[config.mk]
export PLATFORM = sky130hd
export DESIGN_NAME = ccc_lock_sequencer
export DESIGN_NICKNAME = d
export VERILOG_FILES = /design/src/rtl/ccc_lock_sequencer.sv
export SDC_FILE = /design/constraint.sdc
export NUM_CORES = 1
export LEC_CHECK = 0
export CAP_MARGIN = 20
export CORE_ASPECT_RATIO = 0.5
export CORE_UTILIZATION = 55
export CTS_CLUSTER_DIAMETER = 100
export CTS_CLUSTER_SIZE = 28
export DETAILED_ROUTE_END_ITERATION = 16
export PLACE_DENSITY = 0.89
export SYNTH_ARGS = -nofsm -noshare
export SYNTH_HDL_FRONTEND = slang
export SYNTH_SLANG_ARGS = --single-unit
[constraint.sdc]
create_clock -name CLK -period 2.9 [get_ports CLK]
set_clock_uncertainty 0.2 [all_clocks]
set_input_delay 0.58 -clock CLK [delete_from_list [all_inputs] [get_ports CLK]]
set_output_delay 0.58 -clock CLK [all_outputs]
set_load 0.02 [all_outputs]
[src/rtl/ccc_lock_sequencer.sv]
// Power-up and lock supervisor for 1..4 PF_CCC PLLs feeding the IOD bit-alignment datapath.
// Runs on the free-running reference clock; raw PLL_LOCK inputs are synchronised and filtered here.
module ccc_lock_sequencer #(
    parameter int NUM_PLL             = 2,
    parameter int LOCK_FILTER_CYCLES  = 16,
    parameter int PWRDN_CYCLES        = 8,
    parameter int LOCK_TIMEOUT_CYCLES = 256,
    parameter int MAX_RETRIES         = 3,
    parameter int RST_STAGGER_CYCLES  = 4
) (
    input  logic               CLK,
    input  logic               RESET,
    input  logic               ENABLE,
    input  logic               CLR_STICKY,
    input  logic [NUM_PLL-1:0] PLL_LOCK,
    output logic [NUM_PLL-1:0] PLL_POWERDOWN_N,
    output logic [NUM_PLL-1:0] FABRIC_RESET_N,
    output logic               ALL_LOCKED,
    output logic               LOCK_LOST_STICKY,
    output logic [1:0]         RETRY_CNT,
    output logic               FAULT,
    output logic [2:0]         STATE
);

    typedef enum logic [2:0] {
        ST_IDLE      = 3'd0,
        ST_PWRDN     = 3'd1,
        ST_WAIT_LOCK = 3'd2,
        ST_RELEASE   = 3'd3,
        ST_RUN       = 3'd4,
        ST_FAULT     = 3'd5
    } state_t;

    localparam int LAST_REL = (NUM_PLL - 1) * RST_STAGGER_CYCLES;
    localparam int TMAX_A   = (PWRDN_CYCLES > LOCK_TIMEOUT_CYCLES) ? PWRDN_CYCLES : LOCK_TIMEOUT_CYCLES;
    localparam int TMAX     = (TMAX_A > LAST_REL) ? TMAX_A : LAST_REL;
    localparam int TW       = $clog2(TMAX) + 1;
    localparam int CW       = $clog2(LOCK_FILTER_CYCLES + 1);

    localparam logic [TW-1:0]      T_PWRDN_END = TW'(PWRDN_CYCLES - 1);
    localparam logic [TW-1:0]      T_TIMEOUT   = TW'(LOCK_TIMEOUT_CYCLES - 1);
    localparam logic [TW-1:0]      T_LAST_REL  = TW'(LAST_REL);
    localparam logic [TW-1:0]      T_SAT       = {TW{1'b1}};
    localparam logic [CW-1:0]      C_FULL      = CW'(LOCK_FILTER_CYCLES);
    localparam logic [NUM_PLL-1:0] FAB_FIRST   = NUM_PLL'(1);
    localparam logic [1:0]         RETRY_LIMIT = 2'(MAX_RETRIES);

    logic [NUM_PLL-1:0] sync1_r;
    logic [NUM_PLL-1:0] sync2_r;
    logic [CW-1:0]      cnt_r [NUM_PLL];
    logic [NUM_PLL-1:0] filt_s;
    logic               all_filt_s;
    state_t             state_r;
    logic [TW-1:0]      timer_r;

    // Lock synchronisers and per-channel run-length filter counters.
    always_ff @(posedge CLK or posedge RESET) begin
        if (RESET) begin
            sync1_r <= '0;
            sync2_r <= '0;
            for (int i = 0; i < NUM_PLL; i++) begin
                cnt_r[i] <= '0;
            end
        end else begin
            sync1_r <= PLL_LOCK;
            sync2_r <= sync1_r;
            for (int i = 0; i < NUM_PLL; i++) begin
                if (!sync2_r[i]) begin
                    cnt_r[i] <= '0;
                end else if (cnt_r[i] != C_FULL) begin
                    cnt_r[i] <= cnt_r[i] + CW'(1);
                end else begin
                    cnt_r[i] <= cnt_r[i];
                end
            end
        end
    end

    // Filtered lock: gated by the synced bit so it falls in the same cycle as the input.
    always_comb begin
        filt_s = '0;
        for (int i = 0; i < NUM_PLL; i++) begin
            filt_s[i] = sync2_r[i] && (cnt_r[i] == C_FULL);
        end
    end

    assign all_filt_s = &filt_s;
    assign STATE      = state_r;

    // Sequencer FSM with phase timer and registered outputs.
    always_ff @(posedge CLK or posedge RESET) begin
        if (RESET) begin
            state_r          <= ST_IDLE;
            timer_r          <= '0;
            PLL_POWERDOWN_N  <= '0;
            FABRIC_RESET_N   <= '0;
            ALL_LOCKED       <= 1'b0;
            LOCK_LOST_STICKY <= 1'b0;
            RETRY_CNT        <= 2'd0;
            FAULT            <= 1'b0;
        end else begin
            timer_r <= (timer_r == T_SAT) ? timer_r : timer_r + TW'(1);
            if (CLR_STICKY) begin
                LOCK_LOST_STICKY <= 1'b0;
            end
            if (!ENABLE) begin
                state_r         <= ST_IDLE;
                timer_r         <= '0;
                PLL_POWERDOWN_N <= '0;
                FABRIC_RESET_N  <= '0;
                ALL_LOCKED      <= 1'b0;
                RETRY_CNT       <= 2'd0;
                FAULT           <= 1'b0;
            end else begin
                case (state_r)
                    ST_IDLE: begin
                        state_r         <= ST_PWRDN;
                        timer_r         <= '0;
                        PLL_POWERDOWN_N <= '0;
                    end
                    ST_PWRDN: begin
                        if (timer_r == T_PWRDN_END) begin
                            state_r         <= ST_WAIT_LOCK;
                            timer_r         <= '0;
                            PLL_POWERDOWN_N <= '1;
                        end
                    end
                    ST_WAIT_LOCK: begin
                        // A lock arriving on the timeout cycle still wins.
                        if (all_filt_s) begin
                            state_r        <= ST_RELEASE;
                            timer_r        <= '0;
                            FABRIC_RESET_N <= FAB_FIRST;
                        end else if (timer_r == T_TIMEOUT) begin
                            timer_r         <= '0;
                            PLL_POWERDOWN_N <= '0;
                            if (RETRY_CNT == RETRY_LIMIT) begin
                                state_r <= ST_FAULT;
                                FAULT   <= 1'b1;
                            end else begin
                                state_r   <= ST_PWRDN;
                                RETRY_CNT <= RETRY_CNT + 2'd1;
                            end
                        end
                    end
                    ST_RELEASE: begin
                        if (!all_filt_s) begin
                            state_r          <= ST_PWRDN;
                            timer_r          <= '0;
                            PLL_POWERDOWN_N  <= '0;
                            FABRIC_RESET_N   <= '0;
                            LOCK_LOST_STICKY <= 1'b1;
                        end else if (timer_r == T_LAST_REL) begin
                            state_r        <= ST_RUN;
                            timer_r        <= '0;
                            ALL_LOCKED     <= 1'b1;
                            RETRY_CNT      <= 2'd0;
                            FABRIC_RESET_N <= '1;
                        end else begin
                            for (int i = 1; i < NUM_PLL; i++) begin
                                if (timer_r == TW'(i * RST_STAGGER_CYCLES - 1)) begin
                                    FABRIC_RESET_N[i] <= 1'b1;
                                end
                            end
                        end
                    end
                    ST_RUN: begin
                        if (!all_filt_s) begin
                            state_r          <= ST_PWRDN;
                            timer_r          <= '0;
                            PLL_POWERDOWN_N  <= '0;
                            FABRIC_RESET_N   <= '0;
                            ALL_LOCKED       <= 1'b0;
                            LOCK_LOST_STICKY <= 1'b1;
                        end
                    end
                    ST_FAULT: begin
                        PLL_POWERDOWN_N <= '0;
                        FABRIC_RESET_N  <= '0;
                        FAULT           <= 1'b1;
                    end
                    default: begin
                        state_r         <= ST_IDLE;
                        timer_r         <= '0;
                        PLL_POWERDOWN_N <= '0;
                        FABRIC_RESET_N  <= '0;
                        ALL_LOCKED      <= 1'b0;
                        FAULT           <= 1'b0;
                    end
                endcase
            end
        end
    end

endmodule
==> results of run 1 <==
-- area by class of cell --
class / count / area (µm²)
Clock buffer: 5 / 68.8
Inverter: 14 / 52.6
Clock inverter: 3 / 40.0
Fill cell: 242 / 888
Sequential cell: 34 / 851
Tap cell: 48 / 60.1
Timing Repair Buffer: 23 / 215
Multi-Input combinational cell: 149 / 1030
-- layer usage --
metal / share of wire, % / vias to the layer above / wire length (µm)
met5: 0 / - / 0
met4: 1.4 / 0 / 61
met2: 46 / 51 / 1920
met1: 46 / 784 / 1950
li1: - / 773 / -
met3: 6.5 / 9 / 275
-- cells in the mapped netlist, types with 3 or more instances --
library cell  number  area, µm²
inv_1             14       52.6
nand2_1           23       86.3
nor2_1            16       60.1
nand4_1            3       18.8
ha_1               9        113
o21ai_0           10       50.1
dfrtp_1           34        851
a21oi_1            6       30.0
nor3_1             6       30.0
nand3_1           13       65.1
xor2_1             5       43.8
and3_1             6       37.5
xnor2_1            5       43.8
and2_1             4       25.0
-- metrics by stage --
| stage | hold WS (ns) | cell area (µm²) | std cells |
|---|---|---|---|
| floorplan | 0.131 | 1980 | 203 |
| global placement | 0.133 | 2210 | 268 |
| detailed placement | 0.137 | 2210 | 268 |
| CTS | 0.153 | 2320 | 276 |
| global route | 0.171 | 2320 | 276 |
| finish | 0.152 | 2320 | 276 |
-- sequential cells by signal (all words and copies together), names as in the netlist, 2 cells and up --
register,cells
FABRIC_RESET_N,2
RETRY_CNT,2
STATE,3
cnt_r,10
sync1_r,2
sync2_r,2
timer_r,9
-- layout by cell type (no fill, tap or decap), types with 3 or more instances in the layout --
cell type	n
dfrtp_1	34
nand2_1	23
clkdlybuf4s50_1	17
nor2_1	16
inv_1	14
nand3_1	13
o21ai_0	10
ha_1	9
and3_1	6
nor3_1	6
a21oi_1	6
buf_4	6
xnor2_1	5
xor2_1	5
clkbuf_8	5
and2_1	4
nand4_1	3
-- cells by family after synthesis --
kind of cell / synth area share, %
AOI/OAI and AO/OA: 15.9
xor gates and xnor gates: 4.43
adders and majority gates: 5.69
buffers and inverters: 4.93
DFF: 43.0
muxes: 2.15
and+or+nand+nor: 23.9
-- report_power, final --
part | switching [mW] | internal (mW) | total, mW
sequential | 0.0221 | 0.492 | 0.514
combinational | 0.0702 | 0.0575 | 0.128
clock | 0.178 | 0.253 | 0.431
-- path summary, 6_finish.rpt --
kind / from / endpoint / slack, ns / depth (start not counted)
max: cnt_r[0]$_DFFE_PP0P_ / STATE[0]$_DFFE_PP0P_ / 0.39 / 7
min: sync1_r[0]$_DFF_PP0_ / sync2_r[0]$_DFF_PP0_ / 0.15 / 0
max reg2reg: cnt_r[0]$_DFFE_PP0P_ / STATE[0]$_DFFE_PP0P_ / 0.39 / 7
min reg2reg: sync1_r[0]$_DFF_PP0_ / sync2_r[0]$_DFF_PP0_ / 0.15 / 0
max in group asynchronous: RESET / cnt_r[2]$_DFFE_PP0P_ / 1.85 / 3
min in group asynchronous: RESET / timer_r[1]$_DFF_PP0_ / 0.41 / 3
-- critical path: stages (launching register included) --
cell	delay, ns
dfrtp_1	0.41
inv_1	0.10
ha_1	0.22
nand4bb_4	0.16
o311ai_1	0.66
o21ai_2	0.23
o21ai_0	0.22
nor3b_1	0.24
==> qor.yml, run 1 <==
global_route:
  grt_max_degree: 21
  grt-busiest-layer: "met2"
  met1_usage_pct: 33.0
  use_met3_pct: 7.28
  grt_pass1_wl_um: 6940
  antenna_found_initial: 0
  met2_usage_pct: 39.1
  grt_pass1_vias: 1536
  grt_overflow_total: 0
  grt_use_total_pct: 24.5
timing:
  min_period_over_period_pct: 86.4
  tightest_slew_ns: 0.700
  fmax_mhz: 399
  grt_setup_unrepaired: "false"
  hold_viol_final: 0
  setup_slack_ns: 0.394
  period_minus_slack_ns: 2.51
  tns_ns: 0
  slew_headroom_pct: 52.6
  setup_viol: 0
  drv_slew: 0
synthesis:
  synth_edf_count: 0
  syn_area_um2: 1980
  synth-async-reset-ratio_pct: 100
  yosys_most_used_dff: "dfrtp_1"
  synthesis.nets: 218
  synth_seq_area_share_pct: 43.0
  ys_types: 49
  ys_ff_latch: 34
  syn_inst: 203
  syn_area_per_cell_um2: 9.74
  yosys_warnings: 0
setup_path:
  start_kind: "flop"
  cp_max_fo: 6
  worstSetupPathType: "reg -> reg"
  arrival_ns: 2.50
  critPathRequiredTime_ns: 2.90
  endpoint_kind: "flop"
clock_network:
  post_cts_resized: 0
  root_buffer: "clkbuf_8"
  h-tree-depth: 2
  cts_made_buffers: 5
  tritoncts: "done"
  clock_latency_ns: 0.29
  cts.hold.buffers_added: 0
  cts_buffer_depth: 2
  cts_setup_buffers: 0
  cts_sinks: 34
  clkSlewWorstSetupHoldPaths_ns: 0.08
pwr:
  finalPower_mw: 1.07
  leakage_nw: 0.997
  peakVddDrop_mv: 0.278
  powerDensity_nw_per_um2: 463
placed_design:
  hpwl_um: 2980
  pre_cts_slack_ns: 0.413
  io_buffers: 17
  gp_congestion: 0.910
detailed_routing:
  wl_per_cell_um: 15.3
  antenna_left: 0
  drc: 0
  dr.pass1.iters: 4
  viasPerCell: 5.86
  vias: 1617
  drt-initial-drc-count: 113
  drt_wl_total_um: 4210
run:
  maxCapViolCount: 0
finish:
  synthToLayoutAreaGrowth_pct: 17.1
  n_antenna_cell: 0
  nets: 242
  drive_gt1_share_pct: 12.3
  final_util_pct: 72.3
outcome:
  status: "complete, no violations"
die:
  fp-row-count: 14
  fp.dieH_um: 44.4
  start_util_pct: 61.7
  dieArea_um2: 3860
  die_w_um: 86.8
  coreArea_um2: 3210
  io_pins: 18
hold_path:
  hp-class: "reg -> reg"
Power figures use the tool's default switching activity.
==> inputs of run 2 (changes only) <==
Settings changed: CORE_MARGIN set to 3, HOLD_SLACK_MARGIN set to 0.1, PLACE_DENSITY 0.89 to 0.86.
==> run 2 against run 1 <==
Effect of this change:
- fmax is 3.2% lower
- die area is 14% higher
- clock-buffer cell count rose by 3
- critical path type unchanged
- largest cell class unchanged
- largest power group unchanged
==> qor.yml, run 2 (same netlist as run 1, synthesis figures left out) <==
outcome:
  status: "complete, no violations"
setup_path:
  cp_max_fo: 8  # +2
  reg2reg_depth: 7  # unchanged
  r2r_end: "timer_r[5]$_DFF_PP0_"
  reg2reg_from: "cnt_r[0]$_DFFE_PP0P_"
  arrival_ns: 2.55  # +0.05 ns
  critPathRequiredTime_ns: 2.86  # -0.04 ns
  worstSetupPathType: "reg -> reg"
  start_kind: "flop"
  endpoint_kind: "flop"
  r2r_slack_ns: 0.31  # -0.08 ns
finish:
  regMostFlops: "cnt_r"
  final_util_pct: 72.2  # about the same
  largest_reg_flops: 10  # unchanged
  final_common_cell: "dfrtp_1"
  drive_gt1_share_pct: 11.5  # -0.78 points
  final_cell_mix: "dfrtp_1, nand2_1, clkdlybuf4s50_1, nor2_1, inv_1"
  fill_cells: 225  # -7.0%
  nets: 240  # -0.83%
  post_layout_nonfiller_instances: 274  # -0.72%
  n_antenna_cell: 0  # unchanged
  synthToLayoutAreaGrowth_pct: 17.1  # about the same
timing:
  setup_slack_ns: 0.312  # -0.0823 ns
  setup_viol: 0  # unchanged
  hold_viol_final: 0  # unchanged
  slew_headroom_pct: 47.4  # -5.2 points
  drv_slew: 0  # unchanged
  grt_setup_unrepaired: "false"
  tns_ns: 0  # unchanged
  tightest_slew_ns: 0.777  # +0.0770 ns
  period_minus_slack_ns: 2.59  # +0.0823 ns
  fmax_mhz: 386  # -3.2%
  min_period_over_period_pct: 89.3  # +2.8 points
placed_design:
  gp_congestion: 0.939  # +3.1%
  pre_cts_slack_ns: 0.370  # -0.0426 ns
  io_buffers: 17  # unchanged
  dp.cells: 266  # -0.75%
  hpwl_um: 3100  # +3.9%
clock_network:
  h-tree-depth: 2  # unchanged
  clock_latency_ns: 0.28  # about the same
  root_buffer: "clkbuf_8"
  post_cts_resized: 0  # unchanged
  clkSlewWorstSetupHoldPaths_ns: 0.07  # about the same
  cts_made_buffers: 5  # unchanged
  cts_sinks: 34  # unchanged
  cts.hold.buffers_added: 0  # unchanged
  cts_setup_buffers: 0  # unchanged
  cts_buffer_depth: 2  # unchanged
  tritoncts: "done"
die:
  io_pins: 18  # unchanged
  fp-row-count: 14  # unchanged
  dieArea_um2: 4400  # +14%
  start_util_pct: 61.7  # unchanged
  coreArea_um2: 3210  # unchanged
  die_w_um: 90.8  # +4.6%
  fp.dieH_um: 48.4  # +9.0%
detailed_routing:
  dr.pass1.iters: 4  # unchanged
  drt-initial-drc-count: 85  # -25%
  drt_wl_total_um: 4230  # +0.38%
  wl_per_cell_um: 15.4  # +1.1%
  vias: 1595  # -1.4%
  viasPerCell: 5.82  # -0.64%
  drc: 0  # unchanged
  antenna_left: 0  # unchanged
global_route:
  grt_pass1_vias: 1600  # +4.2%
  met1_usage_pct: 28.1  # -4.9 points
  grt_use_total_pct: 21.6  # -2.9 points
  grt-busiest-layer: "met2"
  use_met3_pct: 6.66  # -0.62 points
  grt_overflow_total: 0  # unchanged
  grt_pass1_wl_um: 7600  # +9.5%
  met2_usage_pct: 35.7  # -3.3 points
  grt_max_degree: 20  # -4.8%
  antenna_found_initial: 0  # unchanged
hold_path:
  min_to: "sync2_r[0]$_DFF_PP0_"
  hp-class: "reg -> reg"
  min_path_cells: 0  # unchanged
  min-delay-start: "sync1_r[0]$_DFF_PP0_"
run:
  maxCapViolCount: 0  # unchanged
pwr:
  leakage_nw: 0.991  # -0.61%
  peakVddDrop_mv: 0.221  # -20%
  finalPower_mw: 1.05  # -1.7%
  powerDensity_nw_per_um2: 455  # -1.6%
==> run 2: changes by cell type in the layout (fill, tap and decap cells not counted) <==
cell and delta:
buf_4 -3, clkbuf_8 +3, buf_12 +1, clkinv_2 -2, bufinv_16 -1
==> run 2: worst max-delay path by stage <==
stage / startpoint / to / slack (ns) / depth (start not counted)
final: cnt_r[0]$_DFFE_PP0P_ / timer_r[5]$_DFF_PP0_ / 0.31 / 7
after global routing: cnt_r[0]$_DFFE_PP0P_ / timer_r[4]$_DFF_PP0_ / 0.14 / 7
after CTS: cnt_r[0]$_DFFE_PP0P_ / timer_r[2]$_DFF_PP0_ / 0.36 / 7
after detailed placement: cnt_r[0]$_DFFE_PP0P_ / timer_r[5]$_DFF_PP0_ / 0.37 / 7
after global placement: cnt_r[0]$_DFFE_PP0P_ / timer_r[1]$_DFF_PP0_ / 0.49 / 7
after floorplan: timer_r[7]$_DFF_PP0_ / STATE[0]$_DFFE_PP0P_ / 0.66 / 5
==> run 2: area by class of cell <==
cell class	instances	area [µm²]	share of cell area (%)
multi-input cells	149	1030	44.5
inverters	14	52.6	2.27
flip-flops and latches	34	851	36.7
clock buffers	8	110	4.75
repair buffers	21	213	9.18
well taps	48	60.1	2.59
==> run 2: report_power, final <==
group | switching [mW] | internal, mW | total, mW
combinational | 0.0700 | 0.0585 | 0.129
sequential | 0.0214 | 0.492 | 0.513
clock | 0.173 | 0.240 | 0.413
total | 0.264 | 0.790 | 1.05
==> run 2: layer usage <==
metal  wire [µm]  vias to the layer above
met1        1950                      752
met4          34                        0
met3         288                        7
li1            -                      768
met5           0                        -
met2        1960                       68
==> run 2: worst max-delay path, cell delays in order (launching register included) <==
cell and delay [ns]:
dfrtp_1 0.41, inv_1 0.10, ha_1 0.23, nand4bb_4 0.17
o311ai_1 0.72, o21ai_2 0.22, o221ai_4 0.34, nor2_1 0.09
==> run 2: stage by stage <==
step           cell area (µm²)  hold WS (ns)
6_report                  2320         0.164
3_5_place_dp              2210         0.144
4_1_cts                   2320         0.168
5_1_grt                   2320         0.176
2_1_floorplan             1980         0.131
3_3_place_gp              2210         0.133
==> inputs of run 3 (changes only) <==
Clock period 2.9 ns to 2.7 ns, I/O delays scaled along.
==> run 3 against run 2 <==
Effect of this change:
- sequential power increased by 7.6%
- fmax increased by 6.4%
- critical path type unchanged
- register-to-register slack got worse by 0.04 ns
==> qor.yml, run 3 (same netlist as run 1, synthesis figures left out) <==
outcome:
  status: "complete, no violations"
global_route:
  grt_pass1_vias: 1586  # -0.88%
  grt_use_total_pct: 21.4  # -0.28 points
  grt_pass1_wl_um: 7530  # -0.91%
  grt_max_degree: 14  # -30%
  antenna_found_initial: 0  # unchanged
  grt_overflow_total: 0  # unchanged
clock_network:
  cts_buffer_depth: 2  # unchanged
  cts.hold.buffers_added: 0  # unchanged
  tritoncts: "done"
  root_buffer: "clkbuf_8"
  clkSlewWorstSetupHoldPaths_ns: 0.07  # about the same
  cts_sinks: 34  # unchanged
  cts_setup_buffers: 0  # unchanged
  post_cts_resized: 0  # unchanged
  clock_latency_ns: 0.28  # about the same
  cts_made_buffers: 5  # unchanged
  h-tree-depth: 2  # unchanged
setup_path:
  cp_max_fo: 6  # -2
  slowest_delay_ns: 0.54  # -0.18 ns
  cpMaxStageDelayCell: "or4_4"
  start_kind: "flop"
  worstSetupPathType: "reg -> reg"
  arrival_ns: 2.40  # -0.15 ns
  critPathRequiredTime_ns: 2.67  # -0.19 ns
  endpoint_kind: "flop"
  critical_path.cell_chain: "or4_4 > nor4_1 > nand3_1 > o311ai_1 > mux2_2"
run:
  maxCapViolCount: 0  # unchanged
pwr:
  powerDensity_nw_per_um2: 494  # +8.4%
  peakVddDrop_mv: 0.304  # +37%
  leakage_nw: 1.00  # +1.0%
timing:
  hold_viol_final: 0  # unchanged
  grt_setup_unrepaired: "false"
  tns_ns: 0  # unchanged
  min_period_over_period_pct: 90.1  # +0.82 points
  fmax_mhz: 411  # +6.4%
  setup_viol: 0  # unchanged
  slew_headroom_pct: 67.3  # +20 points
  drv_slew: 0  # unchanged
  tightest_slew_ns: 0.483  # -0.294 ns
  setup_slack_ns: 0.268  # -0.0437 ns
  period_minus_slack_ns: 2.43  # -0.156 ns
detailed_routing:
  drt-initial-drc-count: 161  # +89%
  drt_wl_total_um: 4310  # +2.0%
  wl_per_cell_um: 15.6  # +0.93%
  dr.pass1.iters: 4  # unchanged
  drc: 0  # unchanged
  viasPerCell: 5.90  # +1.3%
  antenna_left: 0  # unchanged
  vias: 1633  # +2.4%
placed_design:
  io_buffers: 17  # unchanged
  gp_congestion: 0.926  # -1.4%
  hpwl_um: 3190  # +3.0%
  pre_cts_slack_ns: 0.355  # -0.0155 ns
finish:
  largest_reg_flops: 10  # unchanged
  drive_gt1_share_pct: 12.7  # +1.2 points
  synthToLayoutAreaGrowth_pct: 17.5
  regMostFlops: "cnt_r"
  fill_cells: 238  # +5.8%
  nets: 243  # +1.3%
  final_cell_mix: "dfrtp_1, nand2_1, clkdlybuf4s50_1, nor2_1, inv_1"
  n_antenna_cell: 0  # unchanged
  final_common_cell: "dfrtp_1"
die:
  io_pins: 18  # unchanged
  die_w_um: 90.8  # unchanged
  coreArea_um2: 3210  # unchanged
  start_util_pct: 61.7  # unchanged
  dieArea_um2: 4400  # unchanged
  fp.dieH_um: 48.4  # unchanged
  fp-row-count: 14  # unchanged
hold_path:
  hp-class: "reg -> reg"
run 3: cell types whose count changed in the layout (fill, tap and decap cells not counted), sizes merged:
cell	previous run	this run
clkbuf	8	5
bufinv	0	1
clkinv	0	2
buf	4	7
run 3: through the flow:
stage	utilization (%)	hold slack [ns]	instances	total power, mW	area (µm²)
CTS	72.5	0.160	277	1.15	2320
floorplan	-	0.131	203	0.645	1980
global route	72.5	0.171	277	1.20	2320
detailed placement	69.1	0.145	269	0.696	2220
global placement	69.1	0.133	269	0.689	2220
finish	72.5	0.160	277	1.15	2320
run 3: routing by layer:
metal	track usage, %	vias to the layer above	share of wire, %
li1	-	782	-
met5	0	-	0
met2	35.0	61	47
met1	27.8	778	45
met4	5.25	0	1.3
met3	6.97	12	6.6
run 3: final cells by class:
cell class | instances | area, µm² | share of cell area (%)
Multi-Input combinational cell | 149 | 1030 | 44.3
Sequential cell | 34 | 851 | 36.6
Timing Repair Buffer | 24 | 223 | 9.58
Clock buffer | 5 | 68.8 | 2.96
Tap cell | 48 | 60.1 | 2.58
Inverter | 14 | 52.6 | 2.26
Clock inverter | 3 | 40.0 | 1.72
run 3: worst paths after layout:
check,start,end,slack [ns],depth (start not counted)
setup / recovery,timer_r[3]$_DFF_PP0_,RETRY_CNT[1]$_DFFE_PP0P_,0.27,5
hold / removal,sync1_r[0]$_DFF_PP0_,sync2_r[0]$_DFF_PP0_,0.16,0
setup reg to reg,timer_r[3]$_DFF_PP0_,RETRY_CNT[1]$_DFFE_PP0P_,0.27,5
hold reg to reg,sync1_r[0]$_DFF_PP0_,sync2_r[0]$_DFF_PP0_,0.16,0
max in group asynchronous,RESET,timer_r[1]$_DFF_PP0_,1.40,3
min in group asynchronous,RESET,sync2_r[0]$_DFF_PP0_,0.35,2
run 3: where the power goes:
group / switching [mW] / internal (mW)
Sequential: 0.0233 / 0.528
Clock: 0.188 / 0.272
Combinational: 0.0745 / 0.0615
run 3: worst max-delay path: cells and delay by family (launching register included):
kind            cells  cell delay, ns
simple gates        3            1.09
flops               1            0.44
compound gates      1            0.20
mux                 1            0.39
